## src/rtl/motor_speed_ctrl.sv

```systemverilog
// Closed-loop PI speed controller: encoder count in, PWM out, with stall detection.
// One PI update runs per accepted sample through a short multi-cycle pipeline.
module motor_speed_ctrl #(
    parameter int PWM_PERIOD  = 1000,
    parameter int DUTY_W      = 10,
    parameter int KP          = 16,
    parameter int KI          = 2,
    parameter int SHIFT       = 8,
    parameter int INT_LIM     = 1048576,
    parameter int STALL_LIMIT = 4
) (
    input  logic              clk,
    input  logic              n_rst,
    input  logic              en,
    input  logic [15:0]       target,
    input  logic [15:0]       meas,
    input  logic              meas_valid,
    output logic              pwm_out,
    output logic [DUTY_W-1:0] duty,
    output logic              busy,
    output logic              sample_drop,
    output logic              fault
);

    localparam int SW = $clog2(STALL_LIMIT + 1);

    localparam logic signed [8:0]  KP_S    = {1'b0, 8'(KP)};
    localparam logic signed [8:0]  KI_S    = {1'b0, 8'(KI)};
    localparam logic signed [24:0] INT_HI  = 25'(INT_LIM - 1);
    localparam logic signed [24:0] INT_LO  = 25'(-INT_LIM);
    localparam logic signed [32:0] U_MAX   = 33'(PWM_PERIOD);
    localparam logic [DUTY_W-1:0]  DUTY_MAX = DUTY_W'(PWM_PERIOD);
    localparam logic [DUTY_W-1:0]  CNT_LAST = DUTY_W'(PWM_PERIOD - 1);
    localparam logic [SW-1:0]      STALL_MAX = SW'(STALL_LIMIT);

    typedef enum logic [2:0] {IDLE, ERR, MUL, SUM, SAT} state_t;

    state_t                state;
    logic [15:0]           tgt_q;
    logic [15:0]           meas_q;
    logic signed [16:0]    err_q;
    logic signed [23:0]    integ;
    logic [SW-1:0]         stall_cnt;
    logic signed [24:0]    p_q;
    logic signed [31:0]    i_q;
    logic signed [32:0]    u_q;
    logic [DUTY_W-1:0]     duty_shadow;
    logic [DUTY_W-1:0]     pwm_cnt;

    logic signed [16:0]    err_c;
    logic signed [24:0]    integ_sum;
    logic signed [23:0]    integ_c;
    logic signed [32:0]    s_c;
    logic signed [32:0]    u_c;
    logic [DUTY_W-1:0]     sat_c;
    logic                  fault_set;

    // NOTE: every signal written in always_comb gets a default first so no latch is inferred.
    always_comb begin
        err_c     = $signed({1'b0, tgt_q}) - $signed({1'b0, meas_q});
        integ_sum = 25'(integ) + 25'(err_c);
        integ_c   = integ_sum[23:0];
        if (integ_sum > INT_HI)
            integ_c = INT_HI[23:0];
        else if (integ_sum < INT_LO)
            integ_c = INT_LO[23:0];

        s_c = 33'(p_q) + 33'(i_q);
        u_c = s_c >>> SHIFT;

        sat_c = u_q[DUTY_W-1:0];
        if (u_q < 0)
            sat_c = '0;
        else if (u_q > U_MAX)
            sat_c = DUTY_MAX;

        fault_set = en && (state == SAT) && (stall_cnt == STALL_MAX);
    end

    // NOTE: sequential state uses non-blocking assignments so every register sees pre-edge values.
    always_ff @(posedge clk) begin
        if (!n_rst) begin
            state       <= IDLE;
            tgt_q       <= '0;
            meas_q      <= '0;
            err_q       <= '0;
            integ       <= '0;
            stall_cnt   <= '0;
            p_q         <= '0;
            i_q         <= '0;
            u_q         <= '0;
            duty_shadow <= '0;
            busy        <= 1'b0;
            sample_drop <= 1'b0;
            fault       <= 1'b0;
        end else if (!en) begin
            // Disable aborts any update in flight and clears all controller history.
            state       <= IDLE;
            integ       <= '0;
            stall_cnt   <= '0;
            duty_shadow <= '0;
            busy        <= 1'b0;
            sample_drop <= 1'b0;
            fault       <= 1'b0;
        end else begin
            sample_drop <= meas_valid && (state != IDLE);
            case (state)
                IDLE: begin
                    if (meas_valid && !fault) begin
                        tgt_q  <= target;
                        meas_q <= meas;
                        state  <= ERR;
                    end
                end
                ERR: begin
                    err_q <= err_c;
                    integ <= integ_c;
                    if (tgt_q != 16'd0 && meas_q == 16'd0) begin
                        if (stall_cnt != STALL_MAX)
                            stall_cnt <= stall_cnt + 1'b1;
                    end else begin
                        stall_cnt <= '0;
                    end
                    busy  <= 1'b1;
                    state <= MUL;
                end
                MUL: begin
                    p_q   <= 25'(KP_S) * 25'(err_q);
                    i_q   <= 32'(KI_S) * 32'(integ);
                    state <= SUM;
                end
                SUM: begin
                    u_q   <= u_c;
                    state <= SAT;
                end
                SAT: begin
                    if (fault_set) begin
                        fault       <= 1'b1;
                        duty_shadow <= '0;
                    end else begin
                        duty_shadow <= sat_c;
                    end
                    busy  <= 1'b0;
                    state <= IDLE;
                end
                default: state <= IDLE;
            endcase
        end
    end

    // PWM: the active duty only changes at the period boundary, except forced off.
    always_ff @(posedge clk) begin
        if (!n_rst) begin
            pwm_cnt <= '0;
            duty    <= '0;
            pwm_out <= 1'b0;
        end else begin
            pwm_cnt <= (pwm_cnt == CNT_LAST) ? '0 : pwm_cnt + 1'b1;
            if (!en || fault || fault_set)
                duty <= '0;
            else if (pwm_cnt == CNT_LAST)
                duty <= duty_shadow;
            pwm_out <= (pwm_cnt < duty) && en && !fault;
        end
    end

endmodule

```

## config.mk

```make
export PLATFORM = sky130hd
export DESIGN_NAME = motor_speed_ctrl
export DESIGN_NICKNAME = d
export VERILOG_FILES = /design/src/rtl/motor_speed_ctrl.sv
export SDC_FILE = /design/constraint.sdc
export NUM_CORES = 1
export LEC_CHECK = 0
export ABC_CLOCK_PERIOD_IN_PS = 5800
export CAP_MARGIN = 10
export CELL_PAD_IN_SITES_DETAIL_PLACEMENT = 0
export CELL_PAD_IN_SITES_GLOBAL_PLACEMENT = 1
export CORE_ASPECT_RATIO = 0.5
export CORE_MARGIN = 2
export CORE_UTILIZATION = 35
export DETAILED_ROUTE_END_ITERATION = 8
export GPL_TIMING_DRIVEN = 0
export PLACE_DENSITY_LB_ADDON = 0.15
export SYNTH_ARGS = -nofsm -noshare
export SYNTH_HDL_FRONTEND = slang
export SYNTH_SLANG_ARGS = --single-unit
```

## constraint.sdc

```tcl
create_clock -name clk -period 5.8 [get_ports clk]
set_input_delay 1.16 -clock clk [delete_from_list [all_inputs] [get_ports clk]]
set_output_delay 1.16 -clock clk [all_outputs]
set_load 0.005 [all_outputs]
```

== After elaboration in Yosys (flattened, before gate mapping) ==
Index checks and enable logic that the tools add are counted.

* Register bits: 172
* Bits of input ports: 36
* Output and inout port bits: 14
* Word-level logic and storage cells: 71

* Add/subtract/negate cells: 5
* Order comparisons: 5
* Equal/unequal tests: 9
* Muxes and demuxes: 10
* Bitwise gates (word level): 1
* Reductions and logical operators: 25

{| class="wikitable"
|+ Operators with widths
! operator !! number
|-
| 2-to-1 mux 24 bit || 2
|-
| 2-to-1 mux 10 bit || 3
|-
| adder 21 x 25 -> 26 bit || 1
|-
| adder 24 x 17 -> 25 bit || 1
|-
| > comparator 25 x 21 -> 1 bit (second input constant) || 1
|-
| < comparator 25 x 21 -> 1 bit (second input constant) || 1
|-
| > comparator 18 x 11 -> 1 bit (second input constant) || 1
|-
| < comparator 18 x 1 -> 1 bit (second input constant) || 1
|-
| subtractor 16 x 16 -> 17 bit || 1
|-
| logical NOT 16 bit || 1
|-
| nonzero test 16 bit || 1
|-
| case mux 3 bit (4 select lines) || 1
|-
| AND reduction 2 bit || 6
|-
| adder 10 x 1 -> 10 bit (second input constant) || 1
|-
| == test 10 bit (second input constant) || 1
|-
| < comparator 10 bit || 1
|-
| 2-to-1 mux 3 bit || 3
|-
| logical AND 1 bit || 7
|-
| == test 3 x 2 -> 1 bit (second input constant) || 2
|-
| == test 3 bit (second input constant) || 2
|-
| OR reduction 2 bit || 2
|-
| adder 3 x 1 -> 3 bit (second input constant) || 1
|-
| == test 3 x 1 -> 1 bit (second input constant) || 1
|-
| logical NOT 3 bit || 1
|-
| 10 further kinds || 12
|}

== Logic depth before layout (Yosys ltp) ==
Gate-level depths: netlist of run 1.

* Word-level depth: 5
* Gate-level depth with buffers: 25
* Depth with buffers taken out: 22

== Least setup slack after synthesis of run 1 ==
OpenSTA, ideal clock, no wires.

* Path type: register -> register
* Start: register tgt_q[0]
* End: register integ[14]
* Setup time: 0.073 ns
* Arrival: 4.796 ns
* Data required time: 5.727 ns
* Path slack: 0.931 ns
* Cell stages (with the launch flop): 24
* Path buffers: 2
* Period minus slack after synthesis: 4.869 ns
* Path through: dfxtp_1 > inv_1 > ha_1 > fa_1 > nor2b_1 > o21ai_0 > a21boi_0 > o211ai_1 > a31oi_1 > a31oi_1 > nand2b_1 > nand2b_1 > a21oi_1 > ha_1 > a21o_1 > a21o_1 > a21o_1 > nor4_2 > nor3b_1 > or4b_1 > o21a_1 > buf_6 > buf_6 > o22ai_2

* Cells in the longest elaborated chain, start to end: 5
* Elaborated cells on any way between the ends: 6
* Those cells by class: add/sub: 2; order compare: 2; mux: 2

{| class="wikitable"
|+ RTL lines
! item !! line !! source
|-
| start: declaration || 39 || <nowiki>logic [15:0] tgt_q;</nowiki>
|-
| start signal: assignment || 110 || <nowiki>tgt_q <= target;</nowiki>
|-
| subtractor 16 x 16 -> 17 bit * || 60 || <nowiki>err_c = $signed({1'b0, tgt_q}) - $signed({1'b0, meas_q});</nowiki>
|-
| net err_c[16] || 50 || <nowiki>logic signed [16:0] err_c;</nowiki>
|-
| adder 24 x 17 -> 25 bit * || 61 || <nowiki>integ_sum = 25'(integ) + 25'(err_c);</nowiki>
|-
| < comparator 25 x 21 -> 1 bit || 65 || <nowiki>else if (integ_sum < INT_LO)</nowiki>
|-
| 2-to-1 mux 24 bit || 65 ||
|-
| 2-to-1 mux 24 bit * || 63 || <nowiki>if (integ_sum > INT_HI)</nowiki>
|-
| end signal: assignment || 117 || <nowiki>integ <= integ_c;</nowiki>
|-
| end: declaration || 42 || <nowiki>logic signed [23:0] integ;</nowiki>
|}

Mark *: on every way through the listed nets, which the timed path passes. The rest lies on a longest branch.
A chain may end at the register's enable or synchronous reset.

== Worst setup path in the final report of run 1 ==
* Start: register tgt_q[0]
* End: register integ[17]

The elaborated chain is that of the path after synthesis.

==> flow_metrics.tcl, run 1 <==
set metrics [dict create \
    cts_max_path_buffers 2 \
    dp_hpwl_um 20830 \
    vias 8050 \
    drcViolationCount 0 \
    crit_start "tgt_q[0]" \
    die_h_um 119.0 \
    portBuffers 49 \
    dp.cells 1550 \
    hold_depth 2 \
    criticalPathCategory "reg -> reg" \
    fp.dieArea_um2 27860 \
    place_ws_ns -0.05246 \
    cp_max_fo 10 \
    syn_to_final_growth_pct 16.69 \
    root_buffer "clkbuf_16" \
    ys_seq_area_frac 0.3652 \
    fin_nets 1329 \
    r2r-end "integ[17]" \
    ant_nets 0 \
    reg2reg_from "tgt_q[0]" \
    max-slew-margin-rel 0.2763 \
    cts_buffers 17 \
    synthFlopType "dfxtp_1" \
    cts_tree "built" \
    clock-sinks 169 \
    fmax_mhz 184.7 \
    overflow 0 \
    worstHoldStart "err_q[4]" \
    timing.final.crit_share 0.9337 \
    p_leak_uw 0.004161 \
    netlist_area_um2 9264 \
    synth.yosys.warnings 0 \
    arrival_ns 5.78 \
    drtPass1Iterations 4 \
    post-route-min-period_ns 5.416 \
    startpoint_type "flip-flop" \
    endpoint_kind "flip-flop" \
    vias_per_cell 5.088 \
    holdBufCountCts 0 \
    vdd_ir_drop_max_mv 0.2182 \
    antenna_found_initial 0 \
    drive_gt1_frac 0.06672 \
    drt_iter0_drc 427 \
    power_density_nw_per_um2 293.0 \
    worst_r2r_path_depth 23 \
    holdWs_ns 0.4535 \
    grt_pass1_vias 7883 \
    initial_core_util 0.3533 \
    hold_violations 0 \
    grt_max_degree 17 \
    avgSynthCellArea_um2 8.063 \
    wl_per_cell_um 16.34 \
    routed_wl_um 25850 \
    io_pins 50 \
    gp_congestion 0.8680 \
    synth_cell_type_count 69 \
    setup_viol 0 \
    tightest_slew_ns 1.072 \
    maxCapViolCount 0 \
    whs_endpoint "p_q[8]" \
    post_cts_buffers 0 \
    final_util 0.4123 \
    required_ns 6.16 \
    synth_nets 1261 \
    ys_ff_latch 169 \
    clk_latency_ns 0.44 \
    grt_pass1_wl_um 41740 \
    syn_inst 1149 \
    status "finished clean" \
    fin_cells 1582 \
    reg2reg_slack_ns 0.38 \
    die_x_um 234.1 \
    num_rows 42 \
    async_flop_share 0 \
    setup_slack_ns 0.3843 \
    hp-class "reg -> reg" \
    rsz0062_at_grt "false" \
    synth_edf_count 0 \
    timing.final.max_slew_violations 0 \
    grt_usage 0.1933 \
    coreArea_um2 26220 \
    clk_pin_slew_ns 0.06 \
    fin_skew_ns 0.01098 \
    cts_htree_levels 4 \
]
## worst max-delay path by stage
stage | endpoint | slack [ns] | cells past startpoint
2_1_floorplan | integ[14] | 0.93 | 23
3_3_place_gp | integ[7] | -0.004 | 22
3_5_place_dp | integ[17] | -0.05 | 22
4_1_cts | integ[17] | 0.24 | 22
5_1_grt | integ[16] | 0.04 | 23
6_report | integ[17] | 0.38 | 23
## timing repair
action | in CTS | in global routing
setup endpoints to repair | 10 | 20
gates resized for setup | 1 | 3
cloned | 0 | 0
hold endpoints to repair | 0 | 0
## Yosys cell counts (6+ instances only)
cell type | count | share of area
nand2_1 | 227 | 0.092
dfxtp_1 | 169 | 0.37
a21oi_1 | 134 | 0.072
ha_1 | 74 | 0.10
nor2_1 | 73 | 0.030
clkbuf_1 | 47 | 0.019
o21ai_0 | 47 | 0.025
inv_1 | 43 | 0.017
xnor2_1 | 32 | 0.030
a21o_1 | 23 | 0.019
nand2b_1 | 22 | 0.015
nor3_1 | 22 | 0.012
nand3_1 | 18 | 0.0097
mux2i_1 | 16 | 0.017
xor2_1 | 12 | 0.011
a211oi_1 | 11 | 0.0089
o22ai_2 | 11 | 0.015
or2_2 | 11 | 0.0074
nor4_1 | 10 | 0.0068
a31oi_1 | 9 | 0.0061
and2_1 | 9 | 0.0061
nand4_1 | 9 | 0.0061
o22ai_1 | 8 | 0.0054
or3_1 | 8 | 0.0054
and3_1 | 7 | 0.0047
a211o_1 | 6 | 0.0057
o211ai_1 | 6 | 0.0049
o21a_1 | 6 | 0.0049
## stage by stage
stage / power [uW] / cell area (um2) / setup TNS (ns)
3_3_place_gp: 2001 / 10190 / -0.01778
2_1_floorplan: 1791 / 9264 / 0
5_1_grt: 3326 / 10810 / 0
6_report: 3167 / 10810 / 0
3_5_place_dp: 2012 / 10190 / -0.4573
4_1_cts: 3187 / 10800 / 0
## report_power, final
part	leakage [uW]	total, uW	internal [uW]	switching, uW
sequential	0.00137	1210	1190	23.0
clock	0.000295	1170	695	476
combinational	0.00250	787	306	480
total	0.00416	3170	2190	979
## critical path, cell delays in order (launching register included)
cell and delay, ns:
dfxtp_1 0.36, inv_1 0.05, ha_1 0.22, fa_1 0.40, nor2b_1 0.13, o21ai_0 0.11, a21boi_1 0.30, o211ai_1 0.19
a31oi_1 0.23, a31oi_1 0.16, nand2b_1 0.19, nand2b_1 0.13, a21oi_4 0.14, ha_1 0.42, a21o_1 0.22, a21o_1 0.18
a21o_1 0.24, nor4_2 0.39, nor3b_1 0.11, or4b_1 0.55, o21a_1 0.20, buf_6 0.15, buf_6 0.16, o22ai_2 0.09
## registers in the layout (all words and copies together) (netlist names), 3 cells and up
register and cells:
i_q 21, duty 10, err_q 17, stall_cnt 3, u_q 18, pwm_cnt 10
integ 24, p_q 17, duty_shadow 10, tgt_q 16, meas_q 16, state 3
## per-layer routing
| layer | global-route usage | vias to the layer above | wire (um) |
|---|---|---|---|
| met4 | 0.05419 | 0 | 383 |
| met5 | 0 | - | 0 |
| met3 | 0.04071 | 26 | 900 |
| met1 | 0.2628 | 3730 | 13150 |
| met2 | 0.3086 | 130 | 11420 |
| li1 | - | 4164 | - |
## final cells by class
class,count,area [um2]
clock buffers,19,452.9
plain buffers,53,230.2
clock inverters,12,147.6
flip-flops and latches,169,3383
well taps,352,440.4
inverters,44,165.2
repair buffers,49,490.5
fillers,2704,15410
diodes,1,2.502
multi-input cells,883,5498
## logic make-up (layout without fill, tap and decap cells)
| kind of cell | Yosys count | count (layout) | synth area share |
|---|---|---|---|
| compound gates | 306 | 306 | 0.2126 |
| xor+xnor | 44 | 44 | 0.04160 |
| fa+ha+maj | 76 | 76 | 0.1043 |
| buf+inv | 97 | 177 | 0.04268 |
| flops | 169 | 169 | 0.3652 |
| mux | 16 | 16 | 0.01729 |
| other cells | 0 | 1 | 0 |
| simple gates | 441 | 441 | 0.2164 |
## cells in the final DEF, fill, tap and decap left out, types with 8 or more instances in the layout
| master | instances |
|---|---|
| and2_1 | 9 |
| ha_1 | 74 |
| clkbuf_16 | 17 |
| or3_1 | 8 |
| inv_1 | 43 |
| a211oi_1 | 11 |
| o22ai_2 | 11 |
| nor4_1 | 10 |
| nor2_1 | 73 |
| a21oi_1 | 133 |
| a31oi_1 | 9 |
| clkbuf_1 | 47 |
| nand2_1 | 227 |
| nand3_1 | 18 |
| xor2_1 | 12 |
| nor3_1 | 22 |
| clkdlybuf4s50_1 | 49 |
| nand2b_1 | 22 |
| xnor2_1 | 32 |
| o22ai_1 | 8 |
| a21o_1 | 23 |
| dfxtp_1 | 169 |
| nand4_1 | 9 |
| o21ai_0 | 47 |
| mux2i_1 | 16 |
| or2_2 | 11 |
(Power assumes the default switching activity.)
==> inputs of run 2 (changes only) <==
--- a/config.mk
+++ b/config.mk
@@ -14,7 +14,7 @@
 export CORE_UTILIZATION = 35
 export DETAILED_ROUTE_END_ITERATION = 8
 export GPL_TIMING_DRIVEN = 0
-export PLACE_DENSITY_LB_ADDON = 0.15
+export PLACE_DENSITY = 0.6
 export SYNTH_ARGS = -nofsm -noshare
 export SYNTH_HDL_FRONTEND = slang
 export SYNTH_SLANG_ARGS = --single-unit
==> run 2 against run 1 <==
Against the previous run: sequential share of layout area shrank 0.054 points; critical path type unchanged; count of clock-buffer cells in the layout is 1 higher; sequential power is essentially flat; register-to-register slack about the same; final cell count stayed put; clock power up 6%; worst setup slack better by 0.0014 ns; via count is essentially flat; clock skew hardly changed; cell area is 0.17% higher; worst hold slack lost 0.0022 ns.
==> flow_metrics.tcl, run 2 (same netlist as run 1, synthesis figures left out) <==
set metrics [dict create \
    dp_hpwl_um 21030 \
    whs_endpoint "p_q[8]" \
    fp.dieArea_um2 27860 \
    cts_max_path_buffers 2 \
    vias_per_cell 5.092 \
    timing.final.crit_share 0.9335 \
    portBuffers 49 \
    vdd_ir_drop_max_mv 0.2208 \
    multi_input_area_um2 5500 \
    tightest_slew_ns 0.9672 \
    layout_commonest_cell "nand2_1" \
    post_cts_buffers 0 \
    hold_depth 2 \
    grt_max_degree 17 \
    vias 8055 \
    overflow 0 \
    grt_pass1_wl_um 41660 \
    cp_max_fo 10 \
    cp_top_family "compound AO/OA/AOI/OAI gates" \
    largest_reg_flops 24 \
    power_density_nw_per_um2 298.5 \
    grt_usage 0.1965 \
    cts_buffers 17 \
    status "finished clean" \
    holdWs_ns 0.4513 \
    drt_iter0_drc 486 \
    die_h_um 119.0 \
    setup_tns_ns 0 \
    antenna_found_initial 1 \
    root_buffer "clkbuf_16" \
    cts_tree "built" \
    ant_nets 0 \
    reg2reg_from "tgt_q[0]" \
    rsz0062_at_grt "false" \
    fin_nets 1329 \
    worst_r2r_path_depth 23 \
    startpoint_type "flip-flop" \
    p_leak_uw 0.004167 \
    cp_slowest_cell "or4b_1" \
    die_x_um 234.1 \
    r2r-end "integ[7]" \
    initial_core_util 0.3533 \
    required_ns 6.18 \
    reg_top3 "integ: 24 flops, i_q: 21 flops, u_q: 18 flops" \
    grt_pass1_vias 7735 \
    fin_skew_ns 0.01107 \
    crit_chain "inv_1 -> ha_1 -> fa_1 -> nor2b_1 -> o21ai_0 -> a21boi_2 -> o211ai_1 -> a31oi_1 -> a31oi_1 -> nand2b_1 -> nand2b_1 -> a21oi_4 -> ha_1 -> clkbuf_1 -> and3_1 -> nand3_1 -> a211oi_2 -> o211ai_1 -> or4b_1 -> o21a_1 -> buf_6 -> buf_6 -> o22ai_2" \
    worstHoldStart "err_q[4]" \
    setup_viol 0 \
    num_rows 42 \
    cts_htree_levels 4 \
    gp_congestion 0.8570 \
    reg2reg_slack_ns 0.39 \
    clock-sinks 169 \
    criticalPathCategory "reg -> reg" \
    largest-register "integ" \
    clk_pin_slew_ns 0.07 \
    hp-class "reg -> reg" \
    crit_buf_inv 4 \
    critPathMaxStageDelay_ns 0.60 \
    io_pins 50 \
    max-slew-margin-rel 0.3467 \
    timing.final.max_slew_violations 0 \
    routed_wl_um 26610 \
    maxCapViolCount 0 \
    seqCellArea_um2 3383 \
    wl_per_cell_um 16.82 \
    final_cell_mix "nand2_1, dfxtp_1, a21oi_1" \
    drcViolationCount 0 \
    antenna_cells 0 \
    clk_latency_ns 0.45 \
    hold_violations 0 \
    fillers 2751 \
    drtPass1Iterations 4 \
    drive_gt1_frac 0.06585 \
    endpoint_kind "flip-flop" \
    arrival_ns 5.80 \
    coreArea_um2 26220 \
    fmax_mhz 184.7 \
    syn_to_final_growth_pct 16.90 \
    post-route-min-period_ns 5.414 \
]
run 2: layout make-up:
cell class | instances | share of cell area
sequential | 169 | 0.3124
tap | 352 | 0.04067
clock buffer | 20 | 0.04125
clock inverter | 12 | 0.01594
inverter | 44 | 0.01525
buffer | 53 | 0.02126
multi-input combinational | 883 | 0.5079
timing repair buffer | 49 | 0.04529
run 2: repair_timing:
action / in CTS / in global routing
hold buffers: 0 / 0
hold endpoints to repair: 0 / 0
resized for setup: 1 / 3
endpoints found under the setup margin: 11 / 20
run 2: worst max path at each step:
stage	from	end	slack, ns	depth (start not counted)
finish	tgt_q[0]	integ[7]	0.39	23
global route	meas_q[2]	integ[17]	0.03	22
CTS	tgt_q[0]	integ[7]	0.17	23
detailed placement	meas_q[2]	integ[7]	-0.1	22
global placement	meas_q[2]	integ[14]	-0.1	22
floorplan	tgt_q[0]	integ[14]	0.93	23
run 2: worst reg2reg max path, stage by stage, from the launching register on:
cell	delay [ns]
dfxtp_1	0.36
inv_1	0.06
ha_1	0.21
fa_1	0.41
nor2b_1	0.13
o21ai_0	0.12
a21boi_2	0.24
o211ai_1	0.16
a31oi_1	0.25
a31oi_1	0.17
nand2b_1	0.18
nand2b_1	0.12
a21oi_4	0.14
ha_1	0.31
clkbuf_1	0.26
and3_1	0.34
nand3_1	0.22
a211oi_2	0.26
o211ai_1	0.20
or4b_1	0.60
o21a_1	0.21
buf_6	0.15
buf_6	0.17
o22ai_2	0.10
run 2: metrics by stage:
step | area [um2] | utilization | cells | power, uW | setup slack [ns]
after floorplan | 9264 | - | 1149 | 1791 | 0.9311
after global placement | 10190 | 0.3888 | 1550 | 2010 | -0.09986
after detailed placement | 10190 | 0.3888 | 1550 | 2014 | -0.09814
after CTS | 10820 | 0.4125 | 1582 | 3252 | 0.1727
after global routing | 10830 | 0.4130 | 1582 | 3384 | 0.02848
final | 10830 | 0.4130 | 1582 | 3233 | 0.3858
run 2: power by group:
| part | internal, uW | switching [uW] | leakage [uW] |
|---|---|---|---|
| sequential | 1190 | 22.9 | 0.00137 |
| combinational | 306 | 480 | 0.00250 |
| clock | 731 | 506 | 0.000300 |
| total | 2220 | 1010 | 0.00417 |
run 2: per-layer routing:
| layer | part of all wire | track usage | wire length, um |
|---|---|---|---|
| met3 | 0.030 | 0.03712 | 809 |
| met2 | 0.43 | 0.3057 | 11490 |
| met5 | 0 | 0 | 0 |
| met1 | 0.52 | 0.2777 | 13950 |
| met4 | 0.013 | 0.05103 | 357 |
